===== config.mk =====
export PLATFORM = sky130hd
export DESIGN_NAME = reg_file_sb_flat
export DESIGN_NICKNAME = d
export VERILOG_FILES = /design/src/rtl/reg_file_sb_if.sv /design/src/rtl/reg_file_sb.sv /design/src/flat_wrapper.sv
export SDC_FILE = /design/constraint.sdc
export NUM_CORES = 2
export LEC_CHECK = 0
export ABC_CLOCK_PERIOD_IN_PS = 2910
export CAP_MARGIN = 20
export CORE_ASPECT_RATIO = 1.25
export CORE_MARGIN = 5
export CORE_UTILIZATION = 30
export CTS_CLUSTER_DIAMETER = 100
export DETAILED_ROUTE_END_ITERATION = 12
export REMOVE_ABC_BUFFERS = 1
export SYNTH_ARGS = -nofsm -noshare
export SYNTH_HDL_FRONTEND = slang
export SYNTH_SLANG_ARGS = --single-unit
export TNS_END_PERCENT = 30

===== constraint.sdc =====
create_clock -name clk -period 2.91 [get_ports clk]
set_input_delay 0.291 -clock clk [delete_from_list [all_inputs] [get_ports clk]]
set_output_delay 0.291 -clock clk [all_outputs]
set_load 0.01 [all_outputs]

===== src/rtl/reg_file_sb_if.sv =====
// Register-file bus: write/extension, read ports, and scoreboard issue/flush.
// Decode/writeback side uses master; the register file uses slave.
interface reg_file_sb_if #(
    parameter int unsigned XLEN  = 32,
    parameter int unsigned NREGS = 32,
    parameter int unsigned NREAD = 2
);
    localparam int unsigned AW = $clog2(NREGS);

    logic                    we;
    logic [AW-1:0]           Rd;
    logic [XLEN-1:0]         data_in;
    logic [1:0]              wsize;
    logic                    sign_extend;
    logic                    zero_extend;
    logic [NREAD*AW-1:0]     Rs;
    logic [NREAD*XLEN-1:0]   read_data;
    logic [NREAD-1:0]        rs_ready;
    logic                    issue_valid;
    logic [AW-1:0]           issue_rd;
    logic                    flush;
    logic                    any_busy;

    modport master (
        output we, Rd, data_in, wsize, sign_extend, zero_extend, Rs,
        output issue_valid, issue_rd, flush,
        input  read_data, rs_ready, any_busy
    );

    modport slave (
        input  we, Rd, data_in, wsize, sign_extend, zero_extend, Rs,
        input  issue_valid, issue_rd, flush,
        output read_data, rs_ready, any_busy
    );
endinterface


===== src/rtl/reg_file_sb.sv =====
// Register file with write-data extension, optional write-to-read bypass and a
// per-register busy scoreboard used by the multi-cycle core to stall on pending writebacks.
module reg_file_sb #(
    parameter int unsigned XLEN     = 32,
    parameter int unsigned NREGS    = 32,
    parameter int unsigned NREAD    = 2,
    parameter int unsigned ZERO_REG = 1,
    parameter int unsigned BYPASS   = 1
) (
    input  logic          clk,
    input  logic          rst,
    reg_file_sb_if.slave  bus
);
    localparam int unsigned AW = $clog2(NREGS);
    localparam bit          ZR = (ZERO_REG != 0);
    localparam bit          BP = (BYPASS != 0);

    logic [XLEN-1:0]       r_regs [NREGS];
    logic [NREGS-1:0]      r_busy;
    logic [NREGS-1:0]      w_busy_nxt;
    logic [XLEN-1:0]       w_wext;
    logic                  w_wr_ok;
    logic [AW-1:0]         w_rs [NREAD];
    logic [NREAD-1:0]      w_hit;
    logic [NREAD*XLEN-1:0] w_read_data;
    logic [NREAD-1:0]      w_rs_ready;

    // Byte/half extension; sign_extend takes priority, word size passes through.
    always_comb begin
        w_wext = bus.data_in;
        if (bus.wsize == 2'b00) begin
            if (bus.sign_extend)
                w_wext = {{(XLEN-8){bus.data_in[7]}}, bus.data_in[7:0]};
            else if (bus.zero_extend)
                w_wext = {{(XLEN-8){1'b0}}, bus.data_in[7:0]};
        end else if (bus.wsize == 2'b01) begin
            if (bus.sign_extend)
                w_wext = {{(XLEN-16){bus.data_in[15]}}, bus.data_in[15:0]};
            else if (bus.zero_extend)
                w_wext = {{(XLEN-16){1'b0}}, bus.data_in[15:0]};
        end
    end

    assign w_wr_ok = bus.we && !(ZR && (bus.Rd == '0));

    always_ff @(posedge clk) begin
        if (rst) begin
            for (int i = 0; i < int'(NREGS); i++) r_regs[i] <= '0;
        end else if (w_wr_ok) begin
            r_regs[bus.Rd] <= w_wext;
        end
    end

    // Scoreboard: flush beats issue, issue beats the writeback clear on the same register.
    always_comb begin
        w_busy_nxt = r_busy;
        if (bus.flush) begin
            w_busy_nxt = '0;
        end else begin
            if (bus.we)          w_busy_nxt[bus.Rd]       = 1'b0;
            if (bus.issue_valid) w_busy_nxt[bus.issue_rd] = 1'b1;
        end
        if (ZR) w_busy_nxt[0] = 1'b0;
    end

    always_ff @(posedge clk) begin
        if (rst) r_busy <= '0;
        else     r_busy <= w_busy_nxt;
    end

    for (genvar g = 0; g < int'(NREAD); g++) begin : g_rs
        assign w_rs[g]  = bus.Rs[g*AW +: AW];
        assign w_hit[g] = BP && bus.we && (bus.Rd == w_rs[g]);
    end

    // Combinational read ports; a hit also makes a pending register ready this cycle.
    always_comb begin
        w_read_data = '0;
        w_rs_ready  = '0;
        for (int i = 0; i < int'(NREAD); i++) begin
            if (ZR && (w_rs[i] == '0))
                w_read_data[i*XLEN +: XLEN] = '0;
            else if (w_hit[i])
                w_read_data[i*XLEN +: XLEN] = w_wext;
            else
                w_read_data[i*XLEN +: XLEN] = r_regs[w_rs[i]];
            w_rs_ready[i] = !r_busy[w_rs[i]] || w_hit[i];
        end
    end

    assign bus.read_data = w_read_data;
    assign bus.rs_ready  = w_rs_ready;
    assign bus.any_busy  = |r_busy;

endmodule


===== src/flat_wrapper.sv =====
// flat-port wrapper written by rule: the top's interface ports become plain ports
module reg_file_sb_flat 
#(
    parameter int unsigned XLEN     = 32,
    parameter int unsigned NREGS    = 32,
    parameter int unsigned NREAD    = 2,
    parameter int unsigned ZERO_REG = 1,
    parameter int unsigned BYPASS   = 1
)
  (clk, rst, bus_we, bus_Rd, bus_data_in, bus_wsize, bus_sign_extend, bus_zero_extend, bus_Rs, bus_issue_valid, bus_issue_rd, bus_flush, bus_read_data, bus_rs_ready, bus_any_busy);
  reg_file_sb_if #(.XLEN(XLEN), .NREGS(NREGS), .NREAD(NREAD)) bus_i ();
  input  logic clk;
  input  logic rst;
  input wire logic [$bits(bus_i.we)-1:0] bus_we;
  input wire logic [$bits(bus_i.Rd)-1:0] bus_Rd;
  input wire logic [$bits(bus_i.data_in)-1:0] bus_data_in;
  input wire logic [$bits(bus_i.wsize)-1:0] bus_wsize;
  input wire logic [$bits(bus_i.sign_extend)-1:0] bus_sign_extend;
  input wire logic [$bits(bus_i.zero_extend)-1:0] bus_zero_extend;
  input wire logic [$bits(bus_i.Rs)-1:0] bus_Rs;
  input wire logic [$bits(bus_i.issue_valid)-1:0] bus_issue_valid;
  input wire logic [$bits(bus_i.issue_rd)-1:0] bus_issue_rd;
  input wire logic [$bits(bus_i.flush)-1:0] bus_flush;
  output wire logic [$bits(bus_i.read_data)-1:0] bus_read_data;
  output wire logic [$bits(bus_i.rs_ready)-1:0] bus_rs_ready;
  output wire logic [$bits(bus_i.any_busy)-1:0] bus_any_busy;
  assign bus_i.we = bus_we;
  assign bus_i.Rd = bus_Rd;
  assign bus_i.data_in = bus_data_in;
  assign bus_i.wsize = bus_wsize;
  assign bus_i.sign_extend = bus_sign_extend;
  assign bus_i.zero_extend = bus_zero_extend;
  assign bus_i.Rs = bus_Rs;
  assign bus_i.issue_valid = bus_issue_valid;
  assign bus_i.issue_rd = bus_issue_rd;
  assign bus_i.flush = bus_flush;
  assign bus_read_data = bus_i.read_data;
  assign bus_rs_ready = bus_i.rs_ready;
  assign bus_any_busy = bus_i.any_busy;
  reg_file_sb #(.XLEN(XLEN), .NREGS(NREGS), .NREAD(NREAD), .ZERO_REG(ZERO_REG), .BYPASS(BYPASS)) u_core (.clk(clk), .rst(rst), .bus(bus_i));
endmodule

==> key figures <==
Status
  – Status: finished with violations
  – Failing checks: negative setup slack

Floorplanning
  – Die X-Extent: 396.1 um
  – Starting Density: 30.09%
  – Core region area: 185800 um^2
  – Die Y: 492.7 um
  – # rows: 177
  – I/O Pins: 128
  – Die Area: 195200 um^2

Clock tree
  – Clock buffer count from CTS: 101
  – Clock sinks: 1055
  – TritonCTS clock tree: done
  – Cts hold-fix bufs: 0
  – CTS Root Cell: clkbuf_16
  – Clock Latency Late Sink: 0.72 ns
  – Clock slew at reported path FFs: 0.07 ns
  – Longest Clk Path Bufs: 3
  – CTS H-tree depth: 3

Min path
  – Hold Startpoint: rst
  – Min-delay worst type: in -> reg

GRT
  – Largest net degree at the start of global routing: 49
  – Antenna violations before repair: 16
  – Total global-route track usage: 23.47%
  – Vias in the first global route: 43185
  – Gr ovfl total: 0
  – Global-route wire length before repair: 327.4 mm

Logic synthesis
  – Sequential share of the synthesized area: 56.10%
  – Netlist cell types: 84
  – Post-synth EDFFs: 1024
  – Syn Inst Count: 4094
  – Xor-xnor portion of the synthesized cell area: 0.1566%
  – Post-Syn Area: 55910 um^2
  – Synth warnings: 0
  – Syn avg cell area: 13.66 um^2
  – Post-synthesis mux area share: 21.74%
  – Largest family of logic cells by synthesized area: multiplexers
  – Simple-Gate Fraction of Synth Area: 11.24%
  – Synth Register Bits: 1055
  – Primary FF master, synth: edfxtp_1
  – Post-synthesis compound-gate area fraction: 6.299%
  – Fraction of registers with async set/reset: 0%
  – Post-Synth Adder-Cell Area: 0%

Setup path
  – Crit path kind: reg -> out
  – CP Depth: 6
  – Startpoint types: register
  – CP arrival: 2.70 ns
  – Reg2Reg Capture Point: u_core.r_busy[12]$_SDFF_PP0_
  – CP endpoint: bus_read_data[9]
  – Critical Path End Type: primary output
  – Critical path cell sequence: mux4_2 -> a22oi_1 -> buf_4 -> a21o_1 -> o211ai_1 -> dlygate4sd2_1
  – Max stage delay cell, worst path: mux4_2
  – Max incr delay on CP: 0.53 ns
  – CP Data Required Time: 2.62 ns
  – Reg2reg path depth: 2
  – Worst Path Max Fanout: 2
  – WP buf/inv: 2
  – Reg2Reg Setup Slack: 2.17 ns
  – Worst Setup SP: u_core.r_regs[7][9]$_SDFFCE_PN0P_
  – Launch point of the worst reg-to-reg path: u_core.r_busy[12]$_SDFF_PP0_
  – CP delay by family, top: multiplexers

Timing
  – Final slew viol count: 0
  – Final setup vio count: 7
  – RSZ-0062 raised after global routing: true
  – Period utilization: 102.8%
  – Clk_skew: 0 ns
  – Crit path time final: 2.991 ns
  – Slew headroom: 44.31%
  – Final Hold Vio Count: 0
  – Fmax achieved: 334.3 MHz
  – Tightest Pin Transition: 0.8323 ns
  – Setup WS post-layout: -0.08145 ns
  – Setup tns final: -0.2111 ns

Placed design
  – Placed Area: 65390 um^2
  – Port Buffer Count: 127
  – Post-DP HPWL: 163.0 mm
  – Gpl congestion: 0.9431

Routing
  – Routed Antenna Nets: 0
  – 1st-pass router iterations: 5
  – Final WL: 235.3 mm
  – Vias per inst: 6.019
  – WL per Instance: 33.01 um
  – 1st-iter DRT viols: 6457
  – Drt drc: 0
  – Vias: 42905

Power
  – Pwr Density: 545.8 nW/um^2
  – Peak VDD IR: 0.5169 mV
  – Leakage power: 25.02 nW

Finish
  – Share of cells above drive strength 1: 34.76%
  – Post-Layout Inst Area: 69810 um^2
  – Nets: 4680
  – Area Overhead vs Synth: 24.86%

Run
  – # Max-Cap Violations: 0
[synthesized netlist by cell type, types with 14 or more instances]
cell      count  area share, %
a211oi_1     23           0.31
a21oi_1     108           0.97
a221oi_1     29           0.45
a22oi_1      21           0.28
and3_1      164            1.8
buf_1        14          0.094
buf_12       16           0.57
buf_2        78           0.70
buf_4        28           0.38
buf_6        31           0.62
clkbuf_1    251            1.7
dfxtp_1      31            1.1
edfxtp_1   1024             55
mux2_2       71            1.4
mux2i_1     148            2.6
mux4_1       34            1.6
mux4_2      392             16
nand2_1     113           0.76
nand2b_1     40           0.45
nand3_1      35           0.31
nor2_1      877            5.9
nor2b_1      19           0.21
nor3_1       42           0.38
o21ai_0      81           0.73
o221ai_1     19           0.30
o22a_1       19           0.30
o22ai_1     130            1.5
or3_1        25           0.28
[sequential cells by signal (all words and copies together), names as in the netlist]
name and flops:
u_core.r_regs 1024, u_core.r_busy 31
[report_power, final]
part	switching, W	internal, W	total [W]
Clock	0.00617	0.00767	0.0138
Sequential	0.000420	0.0175	0.0179
Combinational	0.00358	0.00281	0.00639
Total	0.0102	0.0279	0.0381
[layer usage]
layer	GRT usage, %	up-vias	share of wire (%)
met4	15.41	8	7.8
met5	0	-	0.019
met2	37.42	3275	46
met3	4.706	842	11
met1	29.06	21824	35
li1	-	16956	-
[area by class of cell]
| cell class | count | area [um^2] |
|---|---|---|
| clock buffers | 120 | 2599 |
| flip-flops and latches | 1055 | 31370 |
| multi-input cells | 2627 | 23570 |
| repair buffers | 823 | 8439 |
| diodes | 8 | 20.02 |
| fillers | 17389 | 116000 |
| clock inverters | 68 | 753.2 |
| inverters | 11 | 41.29 |
| well taps | 2416 | 3023 |
[how the worst min path moves through the flow]
stage / to / slack [ns] / cells after the start
final: u_core.r_regs[0][1]$_SDFFCE_PN0P_ / 0.17 / 2
after detailed placement: u_core.r_busy[24]$_SDFF_PP0_ / 0.50 / 2
after floorplan: u_core.r_regs[0][0]$_SDFFCE_PN0P_ / 0.40 / 0
after CTS: u_core.r_regs[0][1]$_SDFFCE_PN0P_ / 0.14 / 2
after global routing: u_core.r_regs[0][1]$_SDFFCE_PN0P_ / 0.16 / 2
after global placement: u_core.r_busy[24]$_SDFF_PP0_ / 0.49 / 2
[cell families after synthesis]
logic type,after synthesis
AND/OR/NAND/NOR,1400
AO/OA/AOI/OAI,534
XOR/XNOR,10
buffers and inverters,443
other,1
flip-flops,1055
multiplexers,651
[repair_timing]
item | in CTS | in global routing
pin swaps | 42 | 19
setup endpoints to repair | 65 | 56
resized for setup | 337 | 93
hold endpoints to repair | 0 | 0
setup buffers | 7 | 4
gates cloned | 1 | 0
[stage by stage]
step / total power (W) / worst slack [ns] / hold slack [ns] / instances / utilization, %
floorplan: 0.02051 / -0.8217 / 0.4035 / 3693 / -
global placement: 0.02416 / -1.204 / 0.4880 / 6926 / 35.19
detailed placement: 0.02425 / -0.9838 / 0.5015 / 6926 / 35.19
CTS: 0.03798 / -0.2237 / 0.1422 / 7118 / 37.43
global route: 0.03905 / -0.1130 / 0.1622 / 7122 / 37.57
finish: 0.03811 / -0.08145 / 0.1658 / 7128 / 37.57
[placed cells by master (no fill, tap or decap), drive strengths merged, types with 14 or more instances in the layout]
| master | n |
|---|---|
| o22a | 19 |
| o221ai | 19 |
| inv | 19 |
| nor3 | 42 |
| nor2 | 877 |
| mux4 | 432 |
| dfxtp | 31 |
| mux2 | 71 |
| buf | 730 |
| a21oi | 108 |
| nand3 | 35 |
| dlygate4sd2 | 16 |
| mux2i | 148 |
| o22ai | 130 |
| conb | 32 |
| clkinv | 38 |
| clkbuf | 134 |
| a211oi | 23 |
| bufinv | 14 |
| and3 | 164 |
| nand2 | 114 |
| nor2b | 19 |
| clkdlybuf4s50 | 45 |
| a221oi | 30 |
| edfxtp | 1024 |
| o21ai | 89 |
| clkdlybuf4s15 | 16 |
| nand2b | 40 |
| a22oi | 21 |
| or3 | 25 |
(Power assumes the default switching activity.)
